===== src/rtl/br_perf_monitor_pkg.sv =====
// Shared types and helpers for the branch-prediction performance monitor.
package br_perf_pkg;

   typedef enum logic [1:0] {
      ST_IDLE = 2'd0,
      ST_RUN  = 2'd1,
      ST_HALT = 2'd2
   } state_e;

   localparam logic [1:0] RD_SEL_BR    = 2'd0;
   localparam logic [1:0] RD_SEL_MISS  = 2'd1;
   localparam logic [1:0] RD_SEL_CYC   = 2'd2;
   localparam logic [1:0] RD_SEL_TRACE = 2'd3;

   // Increment that sticks at the all-ones value of a w-bit counter (w <= 32).
   function automatic logic [31:0] sat_inc(input logic [31:0] v, input int w);
      logic [31:0] max_v;
      max_v = (w >= 32) ? 32'hFFFF_FFFF : ((32'd1 << w) - 32'd1);
      return (v >= max_v) ? max_v : v + 32'd1;
   endfunction

endpackage


===== src/rtl/br_perf_monitor_if.sv =====
// Snapshot read port: request (channel/select) in, registered data/valid out.
interface br_perf_monitor_if #(
   parameter int NUM_CH = 2,
   parameter int CNT_W  = 16
);
   localparam int CH_W = $clog2(NUM_CH) + 1;

   logic             rd_en;
   logic [CH_W-1:0]  rd_ch;
   logic [1:0]       rd_sel;
   logic             rd_vld;
   logic [CNT_W-1:0] rd_data;

   modport master (output rd_en, rd_ch, rd_sel, input rd_vld, rd_data);
   modport slave  (input rd_en, rd_ch, rd_sel, output rd_vld, rd_data);

endinterface


===== src/rtl/br_perf_monitor_chan.sv =====
// One predictor channel: saturating live branch/miss counters, snapshot copy
// and sticky overflow flag.
module br_perf_chan
   import br_perf_pkg::*;
#(
   parameter int CNT_W = 16
) (
   input  logic             clk_i,
   input  logic             rst_i,
   input  logic             clr_i,
   input  logic             cnt_en_i,
   input  logic             live_clr_i,
   input  logic             snap_en_i,
   input  logic             br_instr_i,
   input  logic             br_miss_i,
   output logic [CNT_W-1:0] snap_br_o,
   output logic [CNT_W-1:0] snap_miss_o,
   output logic             ovf_o
);

   logic [CNT_W-1:0] r_br, r_miss;
   logic [CNT_W-1:0] w_br_nxt, w_miss_nxt;
   logic             w_br_inc, w_miss_inc, w_sat_hit;

   assign w_br_inc   = cnt_en_i & br_instr_i;
   assign w_miss_inc = w_br_inc & br_miss_i;
   assign w_br_nxt   = w_br_inc   ? CNT_W'(sat_inc(32'(r_br), CNT_W))   : r_br;
   assign w_miss_nxt = w_miss_inc ? CNT_W'(sat_inc(32'(r_miss), CNT_W)) : r_miss;
   assign w_sat_hit  = (w_br_inc & (&r_br)) | (w_miss_inc & (&r_miss));

   // Snapshot takes the post-increment value so the closing cycle is included.
   always_ff @(posedge clk_i) begin
      if (rst_i || clr_i) begin
         r_br        <= '0;
         r_miss      <= '0;
         snap_br_o   <= '0;
         snap_miss_o <= '0;
         ovf_o       <= 1'b0;
      end else begin
         r_br   <= live_clr_i ? '0 : w_br_nxt;
         r_miss <= live_clr_i ? '0 : w_miss_nxt;
         if (snap_en_i) begin
            snap_br_o   <= w_br_nxt;
            snap_miss_o <= w_miss_nxt;
         end
         if (w_sat_hit) ovf_o <= 1'b1;
      end
   end

endmodule


===== src/rtl/br_perf_monitor.sv =====
// Branch-prediction performance monitor top: run/halt FSM, cycle counter,
// per-channel counters and registered snapshot read port.
// Optional mispredict PC trace buffer: define BR_PERF_MISS_TRACE_EN.
//
//   state   | meaning
//   IDLE    | cleared, not counting
//   RUN     | counting; window boundary or stop takes a snapshot
//   HALT    | stopped, live counters held, snapshot readable
module br_perf_monitor
   import br_perf_pkg::*;
#(
   parameter int NUM_CH      = 2,
   parameter int CNT_W       = 16,
   parameter int WINDOW      = 0,
   parameter int TRACE_DEPTH = 8
) (
   input  logic              clk_i,
   input  logic              rst_i,
   input  logic              start_i,
   input  logic              stop_i,
   input  logic              clr_i,
   input  logic [NUM_CH-1:0] br_instr_i,
   input  logic [NUM_CH-1:0] br_miss_i,
   input  logic [31:0]       br_pc_i,
   br_perf_monitor_if.slave  rd_if,
   output logic              win_done_o,
   output logic [NUM_CH-1:0] ovf_o,
   output logic [1:0]        state_o
);

   state_e           r_state;
   logic             r_win_done;
   logic [CNT_W-1:0] r_cyc, r_snap_cyc, w_cyc_nxt;
   logic             r_rd_vld;
   logic [CNT_W-1:0] r_rd_data, w_rd_val;
   logic             w_cnt_en, w_wrap, w_snap, w_live_clr;
   logic [CNT_W-1:0] w_snap_br   [NUM_CH];
   logic [CNT_W-1:0] w_snap_miss [NUM_CH];

   assign w_cnt_en   = (r_state == ST_RUN) & ~clr_i;
   assign w_wrap     = (WINDOW != 0) && w_cnt_en && (r_cyc == CNT_W'(WINDOW - 1));
   assign w_snap     = w_cnt_en & (w_wrap | stop_i);
   assign w_live_clr = w_wrap | ((r_state == ST_HALT) & start_i & ~clr_i);
   assign w_cyc_nxt  = w_cnt_en ? CNT_W'(sat_inc(32'(r_cyc), CNT_W)) : r_cyc;

   always_ff @(posedge clk_i) begin
      if (rst_i) begin
         r_state    <= ST_IDLE;
         r_win_done <= 1'b0;
      end else begin
         r_win_done <= w_snap;
         if (clr_i) r_state <= ST_IDLE;
         else begin
            case (r_state)
               ST_IDLE: if (start_i) r_state <= ST_RUN;
               ST_RUN:  if (stop_i)  r_state <= ST_HALT;
               ST_HALT: if (start_i) r_state <= ST_RUN;
               default: r_state <= ST_IDLE;
            endcase
         end
      end
   end

   always_ff @(posedge clk_i) begin
      if (rst_i || clr_i) begin
         r_cyc      <= '0;
         r_snap_cyc <= '0;
      end else begin
         r_cyc <= w_live_clr ? '0 : w_cyc_nxt;
         if (w_snap) r_snap_cyc <= w_cyc_nxt;
      end
   end

   for (genvar g = 0; g < NUM_CH; g++) begin : g_chan
      br_perf_chan #(.CNT_W(CNT_W)) u_chan (
         .clk_i       (clk_i),
         .rst_i       (rst_i),
         .clr_i       (clr_i),
         .cnt_en_i    (w_cnt_en),
         .live_clr_i  (w_live_clr),
         .snap_en_i   (w_snap),
         .br_instr_i  (br_instr_i[g]),
         .br_miss_i   (br_miss_i[g]),
         .snap_br_o   (w_snap_br[g]),
         .snap_miss_o (w_snap_miss[g]),
         .ovf_o       (ovf_o[g])
      );
   end

`ifdef BR_PERF_MISS_TRACE_EN
   localparam int TP_W = (TRACE_DEPTH > 1) ? $clog2(TRACE_DEPTH) : 1;

   logic [31:0]      r_trace [TRACE_DEPTH];
   logic [TP_W-1:0]  r_wptr, w_oldest, w_rd_addr;
   logic [TP_W:0]    r_trace_cnt;
   logic             w_trace_wr, w_trace_full;
   logic [CNT_W-1:0] w_trace_val;

   assign w_trace_wr   = w_cnt_en & br_instr_i[0] & br_miss_i[0];
   assign w_trace_full = (r_trace_cnt == (TP_W+1)'(TRACE_DEPTH));
   assign w_oldest     = w_trace_full ? r_wptr : '0;
   assign w_rd_addr    = TP_W'((int'(w_oldest) + int'(rd_if.rd_ch) % TRACE_DEPTH) % TRACE_DEPTH);
   // Entries beyond the fill level read as zero, so a cleared buffer is empty.
   assign w_trace_val  = ((TP_W+1)'(int'(rd_if.rd_ch) % TRACE_DEPTH) < r_trace_cnt) ?
                         CNT_W'(r_trace[w_rd_addr]) : '0;

   always_ff @(posedge clk_i) begin
      if (w_trace_wr && !rst_i) r_trace[r_wptr] <= br_pc_i;
   end

   always_ff @(posedge clk_i) begin
      if (rst_i || clr_i) begin
         r_wptr      <= '0;
         r_trace_cnt <= '0;
      end else if (w_trace_wr) begin
         r_wptr <= (r_wptr == TP_W'(TRACE_DEPTH - 1)) ? '0 : r_wptr + 1'b1;
         if (!w_trace_full) r_trace_cnt <= r_trace_cnt + 1'b1;
      end
   end
`else
   localparam int UNUSED_TRACE_DEPTH = TRACE_DEPTH;
   logic w_unused_pc;
   assign w_unused_pc = ^br_pc_i;
`endif

   always_comb begin
      w_rd_val = '0;
      for (int c = 0; c < NUM_CH; c++) begin
         if (int'(rd_if.rd_ch) == c) begin
            case (rd_if.rd_sel)
               RD_SEL_BR:   w_rd_val = w_snap_br[c];
               RD_SEL_MISS: w_rd_val = w_snap_miss[c];
               RD_SEL_CYC:  w_rd_val = r_snap_cyc;
               default:     w_rd_val = '0;
            endcase
         end
      end
`ifdef BR_PERF_MISS_TRACE_EN
      if (rd_if.rd_sel == RD_SEL_TRACE) w_rd_val = w_trace_val;
`endif
   end

   always_ff @(posedge clk_i) begin
      if (rst_i) begin
         r_rd_vld  <= 1'b0;
         r_rd_data <= '0;
      end else begin
         r_rd_vld <= rd_if.rd_en;
         if (rd_if.rd_en) r_rd_data <= w_rd_val;
      end
   end

   assign rd_if.rd_vld  = r_rd_vld;
   assign rd_if.rd_data = r_rd_data;
   assign win_done_o    = r_win_done;
   assign state_o       = r_state;

endmodule

===== src/flat_wrapper.sv =====
// flat-port wrapper written by rule: the top's interface ports become plain ports
module br_perf_monitor_flat import br_perf_pkg::*;
#(
   parameter int NUM_CH      = 2,
   parameter int CNT_W       = 16,
   parameter int WINDOW      = 0,
   parameter int TRACE_DEPTH = 8
)
  (clk_i, rst_i, start_i, stop_i, clr_i, br_instr_i, br_miss_i, br_pc_i, win_done_o, ovf_o, state_o, rd_if_rd_en, rd_if_rd_ch, rd_if_rd_sel, rd_if_rd_vld, rd_if_rd_data);
  br_perf_monitor_if #(.NUM_CH(NUM_CH), .CNT_W(CNT_W)) rd_if_i ();
  input  logic clk_i;
  input  logic rst_i;
  input  logic start_i;
  input  logic stop_i;
  input  logic clr_i;
  input  logic [NUM_CH-1:0] br_instr_i;
  input  logic [NUM_CH-1:0] br_miss_i;
  input  logic [31:0] br_pc_i;
  output logic win_done_o;
  output logic [NUM_CH-1:0] ovf_o;
  output logic [1:0] state_o;
  input wire logic [$bits(rd_if_i.rd_en)-1:0] rd_if_rd_en;
  input wire logic [$bits(rd_if_i.rd_ch)-1:0] rd_if_rd_ch;
  input wire logic [$bits(rd_if_i.rd_sel)-1:0] rd_if_rd_sel;
  output wire logic [$bits(rd_if_i.rd_vld)-1:0] rd_if_rd_vld;
  output wire logic [$bits(rd_if_i.rd_data)-1:0] rd_if_rd_data;
  assign rd_if_i.rd_en = rd_if_rd_en;
  assign rd_if_i.rd_ch = rd_if_rd_ch;
  assign rd_if_i.rd_sel = rd_if_rd_sel;
  assign rd_if_rd_vld = rd_if_i.rd_vld;
  assign rd_if_rd_data = rd_if_i.rd_data;
  br_perf_monitor #(.NUM_CH(NUM_CH), .CNT_W(CNT_W), .WINDOW(WINDOW), .TRACE_DEPTH(TRACE_DEPTH)) u_core (.clk_i(clk_i), .rst_i(rst_i), .start_i(start_i), .stop_i(stop_i), .clr_i(clr_i), .br_instr_i(br_instr_i), .br_miss_i(br_miss_i), .br_pc_i(br_pc_i), .rd_if(rd_if_i), .win_done_o(win_done_o), .ovf_o(ovf_o), .state_o(state_o));
endmodule

===== config.mk =====
export PLATFORM = sky130hd
export DESIGN_NAME = br_perf_monitor_flat
export DESIGN_NICKNAME = d
export VERILOG_FILES = /design/src/rtl/br_perf_monitor_pkg.sv /design/src/rtl/br_perf_monitor_if.sv /design/src/rtl/br_perf_monitor_chan.sv /design/src/rtl/br_perf_monitor.sv /design/src/flat_wrapper.sv
export SDC_FILE = /design/constraint.sdc
export NUM_CORES = 1
export LEC_CHECK = 0
export ABC_CLOCK_PERIOD_IN_PS = 5800
export BUFFER_PORTS_ARGS = -buffer_cell sky130_fd_sc_hd__buf_2
export CORE_MARGIN = 8
export CORE_UTILIZATION = 40
export CTS_CLUSTER_SIZE = 25
export DETAILED_ROUTE_END_ITERATION = 6
export GPL_ROUTABILITY_DRIVEN = 0
export MAX_ROUTING_LAYER = met4
export REMOVE_ABC_BUFFERS = 1
export SYNTH_ARGS = -nofsm -noshare
export SYNTH_HDL_FRONTEND = slang
export SYNTH_HIERARCHICAL = 1
export SYNTH_SLANG_ARGS = --single-unit

===== constraint.sdc =====
create_clock -name clk_i -period 5.8 [get_ports clk_i]
set_clock_uncertainty 0.15 [all_clocks]
set_input_delay 0.29 -clock clk_i [delete_from_list [all_inputs] [get_ports clk_i]]
set_output_delay 0.29 -clock clk_i [all_outputs]
set_load 0.1 [all_outputs]

==> impl_metrics.py <==
metrics = {
    "outcome": {
        "status": "completed",
    },
    "grt": {
        "antenna_found_initial": 0,
        "grt_max_degree": 86,
        "gr-total-overflow": 0,
        "grt_pass1_wl_mm": 36.9,
        "track_usage_pct": 17.9,
        "grt_pass1_vias": 6879,
    },
    "detailed_routing": {
        "wire_per_inst_um": 17.7,
        "vias": 7561,
        "vias_per_cell": 5.86,
        "drt-initial-drc-count": 623,
        "drc": 0,
        "wl_mm": 22.9,
        "first_pass_iters": 5,
        "postRouteAntennaNets": 0,
    },
    "yosys": {
        "syn_area_per_cell_um2": 8.52,
        "synthMuxAreaShare_pct": 4.23,
        "syn_area_um2": 8570,
        "synth_cell_types": 60,
        "yosysSeqAreaShare_pct": 42.5,
        "synth_xor_area_share_pct": 4.60,
        "synth_top_family_by_area": "compound AO/OA/AOI/OAI gates",
        "synth_fa_ha_area_share_pct": 0.730,
        "synth_edf_count": 0,
        "synth-simple-area-share_pct": 21.4,
        "synth_cells": 1006,
        "postSynth.asyncResetShare_pct": 0,
        "synth_ff_type": "dfxtp_1",
        "ys_ff_latch": 182,
        "synth_compound_area_share_pct": 22.6,
        "synth_warnings": 6,
    },
    "cts": {
        "post-cts-setup-buffers": 0,
        "worstSkewPairLatency_ns": 0.43,
        "clock-sinks": 182,
        "tritoncts": "built",
        "cts_resized": 0,
        "hold_buffers": 1,
        "cts_made_buffers": 17,
        "cts_max_path_buffers": 2,
        "cts-root-buf": "clkbuf_16",
        "cts.clk_slew.worst_paths_ns": 0.07,
        "htree_num_levels": 4,
    },
    "power": {
        "comb_power_share_pct": 5.7,
        "pwr-share-clk_pct": 44.7,
        "p_seq_share_pct": 49.6,
        "p_total_mw": 2.56,
        "power-per-cell-area_nw_per_um2": 270,
        "switching_power_mw": 0.671,
        "p_int_mw": 1.88,
        "switching_share_pct": 26.3,
        "power_leakage_nw": 3.19,
        "peakVddDrop_uv": 171,
    },
    "place": {
        "placed_cells": 1257,
        "dpl.hpwl_mm": 15.8,
        "place_area_um2": 8880,
        "io_buffers": 35,
        "preCtsSetupSlack_ns": 2.64,
    },
    "final_layout": {
        "n_fill_cell": 2067,
        "fin_cells": 1290,
        "antennaDiodeCount": 0,
        "fin_area_um2": 9480,
        "layout_commonest_cell": "dfxtp_1",
        "syn2layout_area_growth_pct": 10.6,
        "final_cell_mix": "dfxtp_1, a21oi_1, o21ai_0, nor2_1, nand2_1",
        "drive_gt1_share_pct": 9.56,
        "layout.nets": 1053,
    },
    "min_path": {
        "min_path_type": "primary input to flip-flop",
    },
    "worst_setup_path": {
        "crit_type": "flip-flop to flip-flop",
        "worstPathRequired_ns": 6.01,
        "ff2ff_setup_slack_ns": 2.67,
        "cp_max_fo": 21,
        "worstSetupEndpointType": "flip-flop",
        "crit_arrival_ns": 3.34,
        "startpoint_type": "flip-flop",
    },
    "sta": {
        "fin_crit_ns": 3.13,
        "rsz0062_at_grt": "no",
        "max-slew-margin-rel_pct": 25.2,
        "fin_ws_ns": 2.67,
        "setup-violations-final": 0,
        "setup_tns_ns": 0,
        "max_freq_mhz": 320,
        "period_share_pct": 53.9,
        "worst_slew_pin_slew_ns": 1.12,
        "slew_viol_final": 0,
        "hold_viol": 0,
    },
    "die": {
        "rows": 53,
        "die_h_um": 162,
        "io_pins": 68,
        "core_area_um2": 21000,
        "die-area_um2": 26400,
        "die_w_um": 162,
        "start_util_pct": 40.8,
    },
    "run": {
        "drv_cap": 0,
    },
}
final timing paths:
check | start | to | depth (start not counted)
max | u_core/state_o[0] | u_core/g_chan[1].u_chan/snap_miss_o[11] | 7
max reg2reg | u_core/state_o[0] | u_core/g_chan[1].u_chan/snap_miss_o[11] | 7
min | clr_i | u_core/state_o[0] | 2
min reg2reg | u_core/r_snap_cyc[9] | u_core/r_snap_cyc[9] | 2
power by group through the flow:
| stage | Combinational (mW) | Sequential (mW) | Clock [mW] |
|---|---|---|---|
| 4_1_cts | 0.145 | 1.27 | 1.17 |
| 3_5_place_dp | 0.144 | 1.30 | 0 |
| 2_1_floorplan | 0.0463 | 1.34 | 0 |
| 3_3_place_gp | 0.144 | 1.30 | 0 |
| 6_report | 0.145 | 1.27 | 1.14 |
| 5_1_grt | 0.155 | 1.27 | 1.22 |
layout make-up:
class	instances	area, um2	area share [%]
clock buffer	19	453	4.78
clock inverter	13	131	1.39
inverter	22	82.6	0.871
multi-input combinational	736	4590	48.4
sequential	182	3640	38.4
tap	275	344	3.63
timing repair buffer	43	238	2.51
cells by family (layout without fill, tap and decap cells):
kind of cell,Yosys count,in the layout
multiplexers,36,36
buffers and inverters,88,97
flip-flops,182,182
AND/OR/NAND/NOR,330,330
AO/OA/AOI/OAI,320,320
XOR/XNOR,45,45
adder cells (fa/ha/maj),5,5
cells in the mapped netlist, types with 7 or more instances:
cell	instances	area, um2
xor2_1	10	87.6
clkbuf_1	56	210
and3_1	7	43.8
xnor2_1	35	307
a31oi_1	29	181
nand3_1	27	135
a22oi_1	29	218
or4_1	10	75.1
or3_1	10	62.6
nand4_1	31	194
nand2_1	61	229
nor3_1	21	105
o21ai_0	92	460
mux2i_1	34	340
nor4_1	35	219
a211oi_1	22	165
dfxtp_1	182	3640
o31ai_1	10	75.1
nand3b_1	17	128
a21oi_1	100	500
nor2_1	67	251
inv_1	21	78.8
layer usage:
| layer | vias up | global-route usage [%] | wire length [um] | share of wire, % |
|---|---|---|---|---|
| li1 | 3770 | - | - | - |
| met1 | 3609 | 24.3 | 11200 | 49 |
| met2 | 162 | 26.7 | 10300 | 45 |
| met3 | 20 | 3.31 | 1050 | 4.6 |
| met4 | 0 | 5.30 | 306 | 1.3 |
| met5 | - | - | 0 | 0 |
flip-flops by register name, summed over array words and instances, names as in the netlist:
signal / count
u_core/state_o: 2
u_core/rd_if.rd_vld: 1
u_core/g_chan.u_chan/snap_br_o: 32
u_core/g_chan.u_chan/r_miss: 32
u_core/r_cyc: 16
u_core/win_done_o: 1
u_core/g_chan.u_chan/ovf_o: 2
u_core/g_chan.u_chan/snap_miss_o: 32
u_core/r_snap_cyc: 16
u_core/rd_if.rd_data: 16
u_core/g_chan.u_chan/r_br: 32
critical path, stage by stage, from the launching register on:
cell and delay, ns:
dfxtp_1 0.40, or3b_1 0.54, clkinv_1 0.10, buf_4 0.33, nand4_1 0.20, nor4_2 0.67
a21oi_1 0.42, a21oi_1 0.23
metrics by stage:
step	util, %	hold WS (ns)
4_1_cts	45.1	0.0244
6_report	45.1	0.0299
2_1_floorplan	-	0.212
3_3_place_gp	42.3	0.301
5_1_grt	45.1	0.0323
3_5_place_dp	42.3	0.302
Note: power is estimated with default switching activity, not from simulation.
